`src/rtl/pwm_capture_pkg.sv`:
```
// Shared types and default constants for the PWM capture block.
// Optional glitch filter is selected with the PWM_CAPTURE_FILTER_EN macro.
package pwm_capture_pkg;

    // Measurement state: waiting for a first rising edge, or timing a period.
    typedef enum logic {
        IDLE  = 1'b0,
        ARMED = 1'b1
    } state_t;

    localparam int DEFAULT_WIDTH   = 32;
    localparam int DEFAULT_TIMEOUT = 100000000;

endpackage

```
`src/rtl/sync_edge_detect.sv`:
```
// Input conditioning for pwm_capture: synchronizer chain, optional glitch
// filter (enabled when PWM_CAPTURE_FILTER_EN is defined), and edge strobes
// derived from the conditioned level.
module sync_edge_detect #(
    parameter int SYNC_STAGES = 2,
    parameter int FILTER_LEN  = 4
) (
    input  logic clk,
    input  logic rst_n,
    input  logic sig_in,
    output logic level,
    output logic rise,
    output logic fall
);

    logic [SYNC_STAGES-1:0] sync_q;
    logic                   s;
    logic                   s_d;

    // Shift the asynchronous input through the synchronizer chain.
    always_ff @(posedge clk or negedge rst_n) begin
        if (!rst_n) begin
            sync_q <= '0;
        end else begin
            sync_q <= {sync_q[SYNC_STAGES-2:0], sig_in};
        end
    end

`ifdef PWM_CAPTURE_FILTER_EN
    localparam int CW = $clog2(FILTER_LEN + 1);

    logic [CW-1:0] filt_cnt;
    logic          filt_q;

    // Accept a new level only after it has persisted for FILTER_LEN cycles;
    // any reversion to the current level restarts the count.
    always_ff @(posedge clk or negedge rst_n) begin
        if (!rst_n) begin
            filt_cnt <= '0;
            filt_q   <= 1'b0;
        end else if (sync_q[SYNC_STAGES-1] == filt_q) begin
            filt_cnt <= '0;
        end else if (filt_cnt == CW'(FILTER_LEN - 1)) begin
            filt_q   <= sync_q[SYNC_STAGES-1];
            filt_cnt <= '0;
        end else begin
            filt_cnt <= filt_cnt + 1'b1;
        end
    end

    assign s = filt_q;
`else
    assign s = sync_q[SYNC_STAGES-1];
`endif

    // One-cycle delayed copy of the conditioned level for edge detection.
    always_ff @(posedge clk or negedge rst_n) begin
        if (!rst_n) begin
            s_d <= 1'b0;
        end else begin
            s_d <= s;
        end
    end

    assign level = s;
    assign rise  = s & ~s_d;
    assign fall  = ~s & s_d;

endmodule

```
`src/rtl/pwm_capture.sv`:
```
// PWM capture: measures period (rise to rise) and high time of sig_in in clk
// cycles, strobes valid on each completed period, flags a stall when no rise
// arrives within TIMEOUT cycles. Optional input glitch filter is selected with
// the PWM_CAPTURE_FILTER_EN macro.
module pwm_capture
    import pwm_capture_pkg::*;
#(
    parameter int WIDTH       = DEFAULT_WIDTH,
    parameter int SYNC_STAGES = 2,
    parameter int TIMEOUT     = DEFAULT_TIMEOUT,
    parameter int FILTER_LEN  = 4
) (
    input  logic             clk,
    input  logic             rst_n,
    input  logic             en,
    input  logic             sig_in,
    output logic [WIDTH-1:0] period,
    output logic [WIDTH-1:0] high_time,
    output logic             valid,
    output logic             stalled,
    output logic             level
);

    localparam logic [WIDTH-1:0] CNT_ONE   = WIDTH'(1);
    localparam logic [WIDTH-1:0] CNT_MAX   = '1;
    localparam logic [WIDTH-1:0] TIMEOUT_W = WIDTH'(TIMEOUT);

    state_t           state;
    state_t           state_next;
    logic [WIDTH-1:0] per_cnt;
    logic [WIDTH-1:0] hi_cnt;
    logic [WIDTH-1:0] hi_lat;
    logic             s;
    logic             rise;
    logic             fall;
    logic             timeout_hit;

    sync_edge_detect #(
        .SYNC_STAGES (SYNC_STAGES),
        .FILTER_LEN  (FILTER_LEN)
    ) u_cond (
        .clk    (clk),
        .rst_n  (rst_n),
        .sig_in (sig_in),
        .level  (s),
        .rise   (rise),
        .fall   (fall)
    );

    assign level       = s;
    assign timeout_hit = (state == ARMED) && (per_cnt == TIMEOUT_W);

    // State register.
    always_ff @(posedge clk or negedge rst_n) begin
        if (!rst_n) begin
            state <= IDLE;
        end else begin
            state <= state_next;
        end
    end

    // Next state: arm on a rise, drop back on timeout (a rise takes priority)
    // or whenever capture is disabled.
    always_comb begin
        state_next = state;
        case (state)
            IDLE:    if (en && rise) state_next = ARMED;
            ARMED:   if (!rise && timeout_hit) state_next = IDLE;
            default: state_next = IDLE;
        endcase
        if (!en) state_next = IDLE;
    end

    // Counters and output registers; outputs hold while disabled.
    always_ff @(posedge clk or negedge rst_n) begin
        if (!rst_n) begin
            per_cnt   <= '0;
            hi_cnt    <= '0;
            hi_lat    <= '0;
            period    <= '0;
            high_time <= '0;
            valid     <= 1'b0;
            stalled   <= 1'b0;
        end else if (!en) begin
            per_cnt <= '0;
            hi_cnt  <= '0;
            hi_lat  <= '0;
            valid   <= 1'b0;
        end else begin
            valid <= 1'b0;
            case (state)
                IDLE: begin
                    if (rise) begin
                        per_cnt <= CNT_ONE;
                        hi_cnt  <= CNT_ONE;
                    end
                end
                ARMED: begin
                    if (rise) begin
                        period    <= per_cnt;
                        high_time <= hi_lat;
                        valid     <= 1'b1;
                        stalled   <= 1'b0;
                        per_cnt   <= CNT_ONE;
                        hi_cnt    <= CNT_ONE;
                    end else if (timeout_hit) begin
                        stalled   <= 1'b1;
                        period    <= '0;
                        high_time <= '0;
                        per_cnt   <= '0;
                        hi_cnt    <= '0;
                        hi_lat    <= '0;
                    end else begin
                        if (per_cnt != CNT_MAX) per_cnt <= per_cnt + 1'b1;
                        if (s && hi_cnt != CNT_MAX) hi_cnt <= hi_cnt + 1'b1;
                        if (fall) hi_lat <= hi_cnt;
                    end
                end
                default: ;
            endcase
        end
    end

endmodule

```
`config.mk`:
```
export PLATFORM = sky130hd
export DESIGN_NAME = pwm_capture
export DESIGN_NICKNAME = d
export VERILOG_FILES = /design/src/rtl/pwm_capture_pkg.sv /design/src/rtl/sync_edge_detect.sv /design/src/rtl/pwm_capture.sv
export SDC_FILE = /design/constraint.sdc
export NUM_CORES = 1
export LEC_CHECK = 0
export ABC_AREA = 0
export BUFFER_PORTS_ARGS = -buffer_cell sky130_fd_sc_hd__buf_2
export CAP_MARGIN = 0
export CORE_MARGIN = 8
export CORE_UTILIZATION = 40
export DETAILED_ROUTE_END_ITERATION = 7
export GPL_ROUTABILITY_DRIVEN = 1
export PLACE_DENSITY = 0.71
export SYNTH_ARGS = -nofsm -noshare
export SYNTH_HDL_FRONTEND = slang
export SYNTH_SLANG_ARGS = --single-unit
```
`constraint.sdc`:
```
create_clock -name clk -period 2.15 [get_ports clk]
set_input_delay 0.645 -clock clk [delete_from_list [all_inputs] [get_ports clk]]
set_output_delay 0.645 -clock clk [all_outputs]
set_load 0.02 [all_outputs]
```
; Yosys cells after proc, flatten, opt, wreduce, memory -nomap -nowiden
; Cells that the tools add are included.
[classes]
n_reduce_logical = 10
bitwise_logic = 5
n_eq_ne = 9
n_addsub = 2
mux = 28
[op_table]
columns = op, count
row1 = two-way mux 32 bit, 17
row2 = one-hot mux 32 bit (2 select lines), 2
row3 = adder 32 x 1 -> 32 bit (second input constant), 2
row4 = != test 32 bit (second input constant), 2
row5 = equality test 32 x 27 -> 1 bit (second input constant), 1
row6 = != test 5 x 2 -> 1 bit (second input constant), 2
row7 = two-way mux 1 bit, 8
row8 = AND reduction 3 bit, 2
row9 = logical AND 1 bit, 4
row10 = AND reduction 2 bit, 2
row11 = != test 3 x 1 -> 1 bit (second input constant), 1
row12 = != test 3 bit (second input constant), 1
row13 = inverter 1 bit, 3
row14 = bitwise AND 1 bit, 2
row15 = != test 2 x 1 -> 1 bit (second input constant), 1
row16 = != test 2 bit (second input constant), 1
row17 = one-hot mux 1 bit (2 select lines), 1
row18 = nonzero test 2 bit, 1
row19 = logical NOT 1 bit, 1
[totals]
out_inout_bits = 67
inputBits = 4
reg_bits = 166

; Logic depth before layout (Yosys ltp)
; Gate-level depths: netlist of the first run.
[logic_depth]
word_depth = 7
ltp_mapped = 11
ltp_nobuf = 8

; Modules after synthesis
; Synthesis of the first run repeated with hierarchy kept, for this count alone.
[hier_totals]
hier_cells = 723
area_unflattened_um2 = 7699.9
[modules_own_cells]
columns = module, area_per_inst_um2, seq_area_each_um2, n_inst, cells_per_inst
row1 = pwm_capture, 7609.8, 4078.9, 1, 718
row2 = sync_edge_detect, 90.1, 75.1, 1, 5

; Worst setup path before layout of the first run
; No wires, ideal clock.
[synth_timing]
path_kind = register to register
from = reg per_cnt[0]
to = reg per_cnt[30]
path_slack_ns = 0.027
path_stages_with_launch = 12
arrival_time_ns = 2.005
required_ns = 2.032
path_cell_list = dfrtp_1 > inv_1 > ha_1 > nor4b_1 > nand3_1 > o31ai_4 > or2_1 > buf_4 > buf_6 > buf_6 > o21bai_1 > a21o_1
[synth_between]
elab_chain_cells = 6
word_cells_on_any_way = 11
[synth_lines]
columns = element, line
row1 = from (decl), pwm_capture.sv:30  ; logic [WIDTH-1:0] per_cnt;
row2 = from (signal assigned), pwm_capture.sv:114  ; if (per_cnt != CNT_MAX) per_cnt <= per_cnt + 1'b1;
row3 = adder 32 x 1 -> 32 bit or equality test 32 x 27 -> 1 bit (tied branches), "pwm_capture.sv:114, pwm_capture.sv:51"
row4 = two-way mux 32 bit or logical AND 1 bit (tied branches), "pwm_capture.sv:114, pwm_capture.sv:51"
row5 = two-way mux 32 bit, pwm_capture.sv:106  ; end else if (timeout_hit) begin
row6 = two-way mux 32 bit, pwm_capture.sv:99  ; if (rise) begin
row7 = one-hot mux 32 bit (2 select lines), pwm_capture.sv:91  ; case (state)
row8 = two-way mux 32 bit, pwm_capture.sv:84  ; end else if (!en) begin
; Parallel ways exist; a longest one is shown, timed or not. The select of a mux whose other input is x is not followed.
; A chain may end at the register's enable or synchronous reset.

; Final worst setup path of the first run
[layout_timing]
from = reg per_cnt[17]
to = reg hi_cnt[14]
[layout_between]
elab_chain_cells = 6
word_cells_on_any_way = 8
[layout_lines]
columns = element, line
row1 = equality test 32 x 27 -> 1 bit (*), pwm_capture.sv:51  ; assign timeout_hit = (state == ARMED) && (per_cnt == TIMEOUT_W);
row2 = logical AND 1 bit (*), pwm_capture.sv:51
row3 = two-way mux 32 bit, pwm_capture.sv:106
row4 = two-way mux 32 bit, pwm_capture.sv:99
row5 = one-hot mux 32 bit (2 select lines), pwm_capture.sv:91
row6 = two-way mux 32 bit, pwm_capture.sv:84
row7 = to (signal assigned), pwm_capture.sv:115  ; if (s && hi_cnt != CNT_MAX) hi_cnt <= hi_cnt + 1'b1;
row8 = to (decl), pwm_capture.sv:31  ; logic [WIDTH-1:0] hi_cnt;
; Every way passes the cells marked *; elsewhere a longest branch is shown, timed or not.

==> results.json, run 1 <==
{
  "num-fill-cells": 1592,
  "synth.distinct_cells": 57,
  "core_area_sq_um": 18640,
  "cts_made_buffers": 17,
  "worstSetupPathType": "reg2reg",
  "grt_pass1_wl_microns": 33260,
  "row_count": 50,
  "route.detailed.drc": 0,
  "cap_violations": 0,
  "violations": "negative setup slack",
  "synth-seq-cells": 166,
  "yosys.area.top_type_share_pct": 54.75,
  "wl_microns": 20610,
  "final_nets": 849,
  "rrSetupSlack_ns": -0.006,
  "track_usage_pct": 17.19,
  "clock-root-buffer": "clkbuf_16",
  "r2r-end": "hi_cnt[14]",
  "fin_crit_sh_pct": 100.3,
  "routedWlPerCell_microns": 18.93,
  "diodes": 0,
  "status": "finished, violations left",
  "finalMaxSlewViolations": 0,
  "synth_area_leaders": "dfrtp_1 55%, a22o_1 11%, a31oi_1 4.1%",
  "timing.rr.start": "per_cnt[17]",
  "grt_max_degree": 53,
  "yosysWarnings": 0,
  "cp_max_fo": 27,
  "synth_edf_count": 0,
  "drtIter0Drc": 503,
  "hpwl_microns": 14030,
  "layout_min_cycle_time_ns": 2.156,
  "antenna_found_initial": 0,
  "drt_first_pass_iters": 7,
  "regArea_sq_um": 4155,
  "synthesis.instances": 701,
  "syn_area_per_cell_sq_um": 10.82,
  "required_ns": 2.46,
  "cpPeakStageDelay_ns": 0.38,
  "multi_input_area_sq_um": 3448,
  "tightest_slew_ns": 0.5594,
  "worst_slack_ns": -0.005583,
  "setup_viol": 1,
  "worstHoldPathType": "in2async",
  "syn-cell-area_sq_um": 7587,
  "ant_nets": 0,
  "clk_pin_slew_worst_paths_ns": 0.07,
  "cpMostUsedCell": "buf_4",
  "final_hold_viol_count": 0,
  "rsz0062_at_grt": "true",
  "worst_r2r_path_depth": 10,
  "die_w_microns": 153.7,
  "die-height_microns": 153.7,
  "area_growth_pct": 30.59,
  "synthFlopType": "dfrtp_1",
  "ir_drop_mv": 0.5588,
  "htreeDepth": 4,
  "synth.most_common_cell": "dfrtp_1",
  "async_flop_share_pct": 100.0,
  "gp_congestion": 0.8821,
  "leakagePower_nw": 4.625,
  "yosys.area.top_type": "dfrtp_1",
  "dieArea_sq_um": 23630,
  "clk_latency_ns": 0.44,
  "power_mw": 6.580,
  "initial_core_util_pct": 40.70,
  "setup-tns-final_ns": -0.005583,
  "pin_count": 71,
  "cp_cell_sequence": "nor4_2 -> buf_4 -> nand4_1 -> buf_4 -> o31ai_4 -> buf_6 -> nor2_4 -> buf_12 -> a41oi_1 -> a31oi_1",
  "slew_headroom_pct": 62.71,
  "critical_path.slowest_cell": "dfrtp_1",
  "crit_path_start_kind": "flip-flop",
  "syn_nets": 708,
  "num_vias": 6497,
  "p_per_area_nw_per_um2": 664.1,
  "timing.fmax_mhz": 463.9,
  "avgViaCountPerCell": 5.966,
  "layout-drive-gt1-share_pct": 32.75,
  "io_buffers": 70,
  "ys_seq_area_share_pct": 54.75,
  "clock-sinks": 166,
  "fin_worst_skew_ns": 0.01439,
  "crit_arrival_ns": 2.47,
  "cts_tree": "done",
  "worstSetupEndpointType": "flip-flop",
  "globalRouteOverflowTotal": 0,
  "grt_pass1_vias": 6324,
  "clock_tree.buffer_depth": 2,
  "synthTopCellsByCount": "166 x dfrtp_1, 96 x a22o_1, 57 x nand2_1"
}
==> registers in the layout, indices dropped and copies added (netlist names) <==
signal / count
hi_cnt: 32
hi_lat: 32
high_time: 32
per_cnt: 32
period: 32
stalled: 1
state: 1
u_cond.s_d: 1
u_cond.sync_q: 2
valid: 1
==> worst max path at each step <==
| stage | cells past startpoint | to | slack [ns] | from |
|---|---|---|---|---|
| 2_1_floorplan | 11 | per_cnt[30] | 0.03 | per_cnt[0] |
| 5_1_grt | 10 | per_cnt[14] | -0.12 | per_cnt[17] |
| 3_3_place_gp | 9 | period[13] | 0.03 | per_cnt[0] |
| 4_1_cts | 6 | hi_cnt[20] | -0.01 | hi_cnt[0] |
| 3_5_place_dp | 9 | period[11] | -0.04 | per_cnt[0] |
| 6_report | 10 | hi_cnt[14] | -0.006 | per_cnt[17] |
==> critical path: cells and delay by family (launching register included) <==
| kind | cells | cell delay (ns) |
|---|---|---|
| buffers and inverters | 4 | 0.65 |
| AND/OR/NAND/NOR | 3 | 0.39 |
| flip-flops | 1 | 0.38 |
| AO/OA/AOI/OAI | 3 | 0.59 |
==> routing by layer <==
layer | track usage [%] | part of all wire, % | up-vias
li1 | - | - | 3007
met1 | 21.63 | 44 | 3275
met2 | 28.24 | 50 | 178
met3 | 4.064 | 4.3 | 37
met4 | 6.580 | 2.3 | 0
met5 | 0 | 0 | -
==> area by class of cell <==
cell class | instances | share of cell area [%]
Multi-Input combinational cell | 461 | 34.80
Clock buffer | 17 | 4.293
Inverter | 17 | 0.6440
Timing Repair Buffer | 179 | 13.71
Tap cell | 234 | 2.955
Sequential cell | 166 | 41.94
Clock inverter | 15 | 1.654
==> cell families (layout without fill, tap and decap cells) <==
| family | Yosys count | after routing | synth area share (%) |
|---|---|---|---|
| flip-flops | 166 | 166 | 54.75 |
| AO/OA/AOI/OAI | 253 | 253 | 24.72 |
| multiplexers | 1 | 1 | 0.1319 |
| AND/OR/NAND/NOR | 203 | 203 | 15.39 |
| adder cells (fa/ha/maj) | 4 | 4 | 0.6267 |
| buffers and inverters | 74 | 228 | 4.387 |
==> power by group <==
part	switching (mW)	internal, mW	total (mW)
combinational	0.247	0.133	0.380
clock	1.40	1.64	3.05
sequential	0.0145	3.14	3.15
==> cells in the final DEF, fill, tap and decap left out, types with 8 or more instances in the layout <==
| cell | n |
|---|---|
| dfrtp_1 | 165 |
| inv_1 | 17 |
| o21ai_1 | 12 |
| a21oi_1 | 19 |
| a22o_1 | 96 |
| nand4_1 | 19 |
| buf_12 | 13 |
| nor3_1 | 10 |
| clkbuf_16 | 18 |
| nand3_1 | 30 |
| nor2_1 | 15 |
| buf_2 | 69 |
| buf_4 | 94 |
| a31oi_1 | 42 |
| and3_1 | 12 |
| or3_1 | 8 |
| nand2_1 | 55 |
| o21ai_0 | 17 |
==> through the flow <==
stage | setup slack [ns] | std cells | util (%) | hold WS (ns) | instance area (sq um)
after detailed placement | -0.03798 | 1052 | 47.91 | 0.3364 | 8931
after global placement | 0.02557 | 1052 | 47.91 | 0.3327 | 8931
final | -0.005583 | 1089 | 53.15 | 0.1573 | 9908
after CTS | -0.01006 | 1084 | 51.24 | 0.1628 | 9553
after floorplan | 0.02676 | 701 | - | 0.3312 | 7587
after global routing | -0.1226 | 1089 | 53.15 | 0.1786 | 9908
==> what timing repair did <==
action	4_1_cts	5_1_grt
gates cloned	0	1
pin swaps	1	11
gates resized for setup	6	61
setup endpoints to repair	41	142
hold buffers	0	0
setup buffers	0	4
Note: power is estimated with default switching activity, not from simulation.
==> run 2: changes to the inputs <==
--- a/config.mk
+++ b/config.mk
@@ -13,6 +13,7 @@
 export DETAILED_ROUTE_END_ITERATION = 7
 export GPL_ROUTABILITY_DRIVEN = 1
 export PLACE_DENSITY = 0.71
+export SKIP_LAST_GASP = 1
 export SYNTH_ARGS = -nofsm -noshare
 export SYNTH_HDL_FRONTEND = slang
 export SYNTH_SLANG_ARGS = --single-unit
==> run 2 against run 1 <==
  * The run still ends with negative setup slack left
  * Via count is essentially flat
  * Fmax decreased by 1.7%
  * Power barely moved
  * Worst setup slack got worse by 0.037 ns
  * Flip-flop and latch count stayed put
  * Worst hold slack got worse by 0.0026 ns
  * Non-clock buffer count up 1
  * Critical path depth is 1 lower
  * Register-to-register slack lost 0.04 ns
  * Sequential power hardly changed
  * Cell count is essentially flat
  * Global-route usage is the same
  * Critical path type unchanged
==> results.json, run 2 (synthesis gave the netlist of run 1 again) <==
{
  "status": "finished, violations left",
  "violations": "negative setup slack",
  "cpMostUsedCell": "buf_4",
  "holdWs_ns": 0.1547,
  "fin_util_pct": 52.97,
  "leakagePower_nw": 4.602,
  "critical_path.slowest_cell": "dfrtp_1",
  "drtIter0Drc": 660,
  "crit_end": "per_cnt[7]",
  "routedWlPerCell_microns": 18.95,
  "route.detailed.drc": 0,
  "setup_viol": 3,
  "antenna_found_initial": 0,
  "fin_crit_sh_pct": 102.0,
  "num-fill-cells": 1580,
  "worstSetupEndpointType": "flip-flop",
  "cap_violations": 0,
  "final_hold_viol_count": 0,
  "grt_pass1_vias": 6324,
  "track_usage_pct": 17.19,
  "cp_max_fo": 10,
  "timing.rr.start": "per_cnt[6]",
  "clk_pin_slew_worst_paths_ns": 0.07,
  "slew_headroom_pct": 51.86,
  "clock_tree.buffer_depth": 2,
  "layout_common_cells": "165 x dfrtp_1, 96 x a22o_1, 92 x buf_4",
  "worst_slack_ns": -0.04261,
  "finalMaxSlewViolations": 0,
  "worstHoldPathType": "in2async",
  "multi_input_area_sq_um": 3388,
  "final_nets": 850,
  "clk_latency_ns": 0.43,
  "pin_count": 71,
  "grt_max_degree": 53,
  "r2r-end": "per_cnt[7]",
  "hpwl_microns": 14030,
  "crit_path_start_kind": "flip-flop",
  "worstSetupPathType": "reg2reg",
  "clock-sinks": 166,
  "grt_pass1_wl_microns": 33260,
  "p_per_area_nw_per_um2": 665.6,
  "setup-tns-final_ns": -0.06299,
  "dpl_worst_slack_ns": -0.03798,
  "diodes": 0,
  "globalRouteOverflowTotal": 0,
  "rsz0062_at_grt": "true",
  "initial_core_util_pct": 40.70,
  "regArea_sq_um": 4155,
  "fin_worst_skew_ns": 0.01066,
  "num_vias": 6492,
  "io_buffers": 70,
  "drt_first_pass_iters": 6,
  "cts_tree": "done",
  "cp_cell_sequence": "buf_6 -> nand4_1 -> buf_4 -> nor4_2 -> a31oi_1 -> buf_4 -> a211oi_1 -> o21ai_0 -> o31ai_1",
  "die-height_microns": 153.7,
  "die_w_microns": 153.7,
  "ant_nets": 0,
  "layout_min_cycle_time_ns": 2.193,
  "tightest_slew_ns": 0.7154,
  "clock-root-buffer": "clkbuf_16",
  "dieArea_sq_um": 23630,
  "required_ns": 2.49,
  "ir_drop_mv": 0.5623,
  "core_area_sq_um": 18640,
  "crit_start": "per_cnt[6]",
  "path_delay_family": "compound AO/OA/AOI/OAI gates",
  "critical_path_buf_inv_count": 3,
  "gp_congestion": 0.8821,
  "row_count": 50,
  "wl_microns": 20650,
  "layout_commonest_cell": "dfrtp_1",
  "timing.fmax_mhz": 456.1,
  "layout-drive-gt1-share_pct": 31.43,
  "cpPeakStageDelay_ns": 0.43,
  "area_growth_pct": 30.16,
  "worst_r2r_path_depth": 9,
  "htreeDepth": 4,
  "crit_arrival_ns": 2.53,
  "cts_made_buffers": 17,
  "rrSetupSlack_ns": -0.04,
  "avgViaCountPerCell": 5.956,
  "path_depth": 9
}
-- run 2: changes by cell type in the layout (fill, tap and decap cells not counted), sizes merged --
cell	delta
clkbuf	+1
-- run 2: per-layer routing --
metal / share of wire (%) / track usage [%]
met1: 44 / 21.63
met2: 49 / 28.24
met3: 4.6 / 4.064
met4: 2.1 / 6.580
met5: 0 / 0
-- run 2: worst min-delay path by stage --
| stage | endpoint | from | cells after the start | slack [ns] |
|---|---|---|---|---|
| after detailed placement | u_cond.sync_q[1] | u_cond.sync_q[0] | 0 | 0.34 |
| after CTS | high_time[31] | rst_n | 1 | 0.16 |
| after global routing | high_time[23] | rst_n | 1 | 0.18 |
| after global placement | u_cond.sync_q[1] | u_cond.sync_q[0] | 0 | 0.33 |
| after floorplan | u_cond.sync_q[1] | u_cond.sync_q[0] | 0 | 0.33 |
| final | high_time[26] | rst_n | 1 | 0.15 |
-- run 2: repair_timing --
item	CTS	global route
pin swaps	0	7
endpoints found under the setup margin	41	141
resized for setup	6	38
buffers inserted	0	4
hold buffers	0	0
cloned	0	2
-- run 2: power breakdown --
group / internal (mW) / switching (mW)
Sequential: 3.14 / 0.0143
Clock: 1.64 / 1.40
Combinational: 0.134 / 0.247
-- run 2: per-stage QoR --
stage	cells	area [sq um]	total power, mW
final	1090	9876	6.574
after detailed placement	1052	8931	3.575
after floorplan	701	7587	3.370
after global routing	1090	9876	6.801
after global placement	1052	8931	3.569
after CTS	1084	9553	6.619
-- run 2: cell type report --
| type | instances | area share, % |
|---|---|---|
| inverter | 17 | 0.6461 |
| clock buffer | 17 | 4.308 |
| sequential | 166 | 42.08 |
| multi-input combinational | 461 | 34.31 |
| tap | 234 | 2.965 |
| clock inverter | 15 | 1.660 |
| timing repair buffer | 180 | 14.04 |
==> run 3: changes to the inputs <==
--- a/config.mk
+++ b/config.mk
@@ -8,11 +8,13 @@
 export ABC_AREA = 0
 export BUFFER_PORTS_ARGS = -buffer_cell sky130_fd_sc_hd__buf_2
 export CAP_MARGIN = 0
+export CELL_PAD_IN_SITES_DETAIL_PLACEMENT = 0
+export CELL_PAD_IN_SITES_GLOBAL_PLACEMENT = 1
 export CORE_MARGIN = 8
 export CORE_UTILIZATION = 40
 export DETAILED_ROUTE_END_ITERATION = 7
 export GPL_ROUTABILITY_DRIVEN = 1
-export PLACE_DENSITY = 0.71
+export PLACE_DENSITY = 0.83
 export SKIP_LAST_GASP = 1
 export SYNTH_ARGS = -nofsm -noshare
 export SYNTH_HDL_FRONTEND = slang
==> run 3 against run 2 <==
  * The flow still finishes with violations (negative setup slack)
  * Core utilization is 1.4 points higher
  * Non-clock buffer count is 13 higher
  * Clock power hardly changed
  * Clock-buffer cell count stayed put
  * Critical endpoint is now per_cnt[22]
==> results.json, run 3 (synthesis gave the netlist of run 1 again) <==
{
  "cap_violations": 0,
  "area_growth_pct": 33.49,
  "fin_worst_skew_ns": 0.008223,
  "leakagePower_nw": 4.751,
  "cpMostUsedCell": "buf_4",
  "p_per_area_nw_per_um2": 656.4,
  "diodes": 0,
  "wl_microns": 21980,
  "gp_congestion": 0.8534,
  "layout_min_cycle_time_ns": 2.183,
  "ir_drop_mv": 0.6479,
  "antenna_found_initial": 1,
  "status": "finished, violations left",
  "holdWs_ns": 0.1406,
  "dp.cells": 1054,
  "row_count": 50,
  "layout-drive-gt1-share_pct": 33.33,
  "clock_tree.buffer_depth": 2,
  "die-height_microns": 153.7,
  "routedWlPerCell_microns": 19.91,
  "num-fill-cells": 1599,
  "layout_commonest_cell": "dfrtp_1",
  "grt_max_degree": 47,
  "final_nets": 864,
  "io_buffers": 70,
  "slew_headroom_pct": 63.17,
  "clk_pin_slew_worst_paths_ns": 0.07,
  "violations": "negative setup slack",
  "grt_pass1_wl_microns": 33730,
  "drtIter0Drc": 484,
  "avgViaCountPerCell": 6.015,
  "cts_tree": "done",
  "fin_crit_sh_pct": 101.5,
  "die_w_microns": 153.7,
  "drt_first_pass_iters": 5,
  "cp_cell_sequence": "nor4_2 -> buf_4 -> nand4_1 -> buf_4 -> o31ai_4 -> buf_6 -> buf_4 -> buf_6 -> a311oi_1 -> o21ai_0 -> o41ai_1",
  "final_hold_viol_count": 0,
  "cp_max_fo": 6,
  "crit_arrival_ns": 2.50,
  "core_area_sq_um": 18640,
  "worstHoldPathType": "in2async",
  "worstSetupPathType": "reg2reg",
  "worstSetupEndpointType": "flip-flop",
  "worst_slack_ns": -0.03264,
  "initial_core_util_pct": 40.70,
  "track_usage_pct": 17.67,
  "hpwl_microns": 14070,
  "dieArea_sq_um": 23630,
  "htreeDepth": 4,
  "crit_path_start_kind": "flip-flop",
  "ant_nets": 0,
  "pin_count": 71,
  "clock-root-buffer": "clkbuf_16",
  "route.detailed.drc": 0,
  "clock-sinks": 166,
  "globalRouteOverflowTotal": 0,
  "layout_common_cells": "165 x dfrtp_1, 96 x a22o_1, 92 x buf_4",
  "required_ns": 2.47,
  "cts_made_buffers": 17,
  "timing.fmax_mhz": 458.2,
  "clk_latency_ns": 0.44,
  "tightest_slew_ns": 0.5525,
  "grt_pass1_vias": 6359,
  "rsz0062_at_grt": "true",
  "setup_viol": 37,
  "finalMaxSlewViolations": 0,
  "critical_path.slowest_cell": "dfrtp_1",
  "instances_no_fill": 1104,
  "cpPeakStageDelay_ns": 0.39,
  "num_vias": 6641
}
## run 3: cell count changes in the layout (fill, tap and decap cells not counted), moves of 3 or more
cell | before | now
a31oi_1 | 43 | 46
a31oi_2 | 1 | 4
buf_6 | 4 | 9
a31oi_4 | 7 | 1
inv_8 | 2 | 6
o21ai_1 | 5 | 9
o21ai_0 | 26 | 22
clkbuf_16 | 19 | 25
## run 3: worst max-delay path, delay by kind of cell, from the launching register on
kind | cells | cell delay [ns]
buffers and inverters | 5 | 0.73
AND/OR/NAND/NOR | 2 | 0.36
AO/OA/AOI/OAI | 4 | 0.58
flip-flops | 1 | 0.39
## run 3: per-layer routing
layer / GRT usage, % / vias up / wire length (microns)
li1: - / 3045 / -
met1: 22.01 / 3361 / 9476
met2: 29.87 / 201 / 11010
met3: 3.924 / 34 / 1163
met4: 5.973 / 0 / 336
met5: 0 / - / 0
## run 3: layout make-up
type	instances	area, sq um	share of cell area, %
Clock buffer	17	425.4	4.200
Inverter	17	63.81	0.6300
Clock inverter	15	176.4	1.742
Sequential cell	166	4155	41.03
Timing Repair Buffer	193	1633	16.12
Tap cell	234	292.8	2.891
Multi-Input combinational cell	462	3382	33.39
## run 3: stage by stage
stage	setup slack [ns]	util (%)	setup TNS [ns]	instance area (sq um)	total power, mW
3_3_place_gp	-0.03473	48.12	-0.04933	8971	3.577
2_1_floorplan	0.02676	-	0	7587	3.370
6_report	-0.03264	54.33	-0.4415	10130	6.648
5_1_grt	-0.1549	54.33	-14.02	10130	6.864
4_1_cts	-0.003567	51.58	-0.003567	9615	6.654
3_5_place_dp	-0.1252	48.12	-2.143	8971	3.581
## run 3: final timing paths
path                                  start               end  slack, ns  cells past startpoint
max                             per_cnt[17]       per_cnt[22]      -0.03                     11
min                                   rst_n     high_time[22]       0.14                      1
max reg2reg                     per_cnt[17]       per_cnt[22]      -0.03                     11
min reg2reg                u_cond.sync_q[0]  u_cond.sync_q[1]       0.36                      0
max in group asynchronous             rst_n        period[29]       1.40                      2
min in group clk                     sig_in  u_cond.sync_q[0]       0.31                      1
## run 3: timing repair
| item | in CTS | in global routing |
|---|---|---|
| setup buffers | 2 | 6 |
| cloned | 0 | 11 |
| endpoints found under the setup margin | 58 | 156 |
| gates resized for setup | 4 | 56 |
| pin swaps | 1 | 26 |
| hold buffers | 0 | 0 |
## run 3: power by group
| group | switching (mW) | leakage [nW] | internal, mW |
|---|---|---|---|
| clock | 1.49 | 0.295 | 1.58 |
| combinational | 0.268 | 2.15 | 0.162 |
| sequential | 0.0123 | 2.31 | 3.14 |
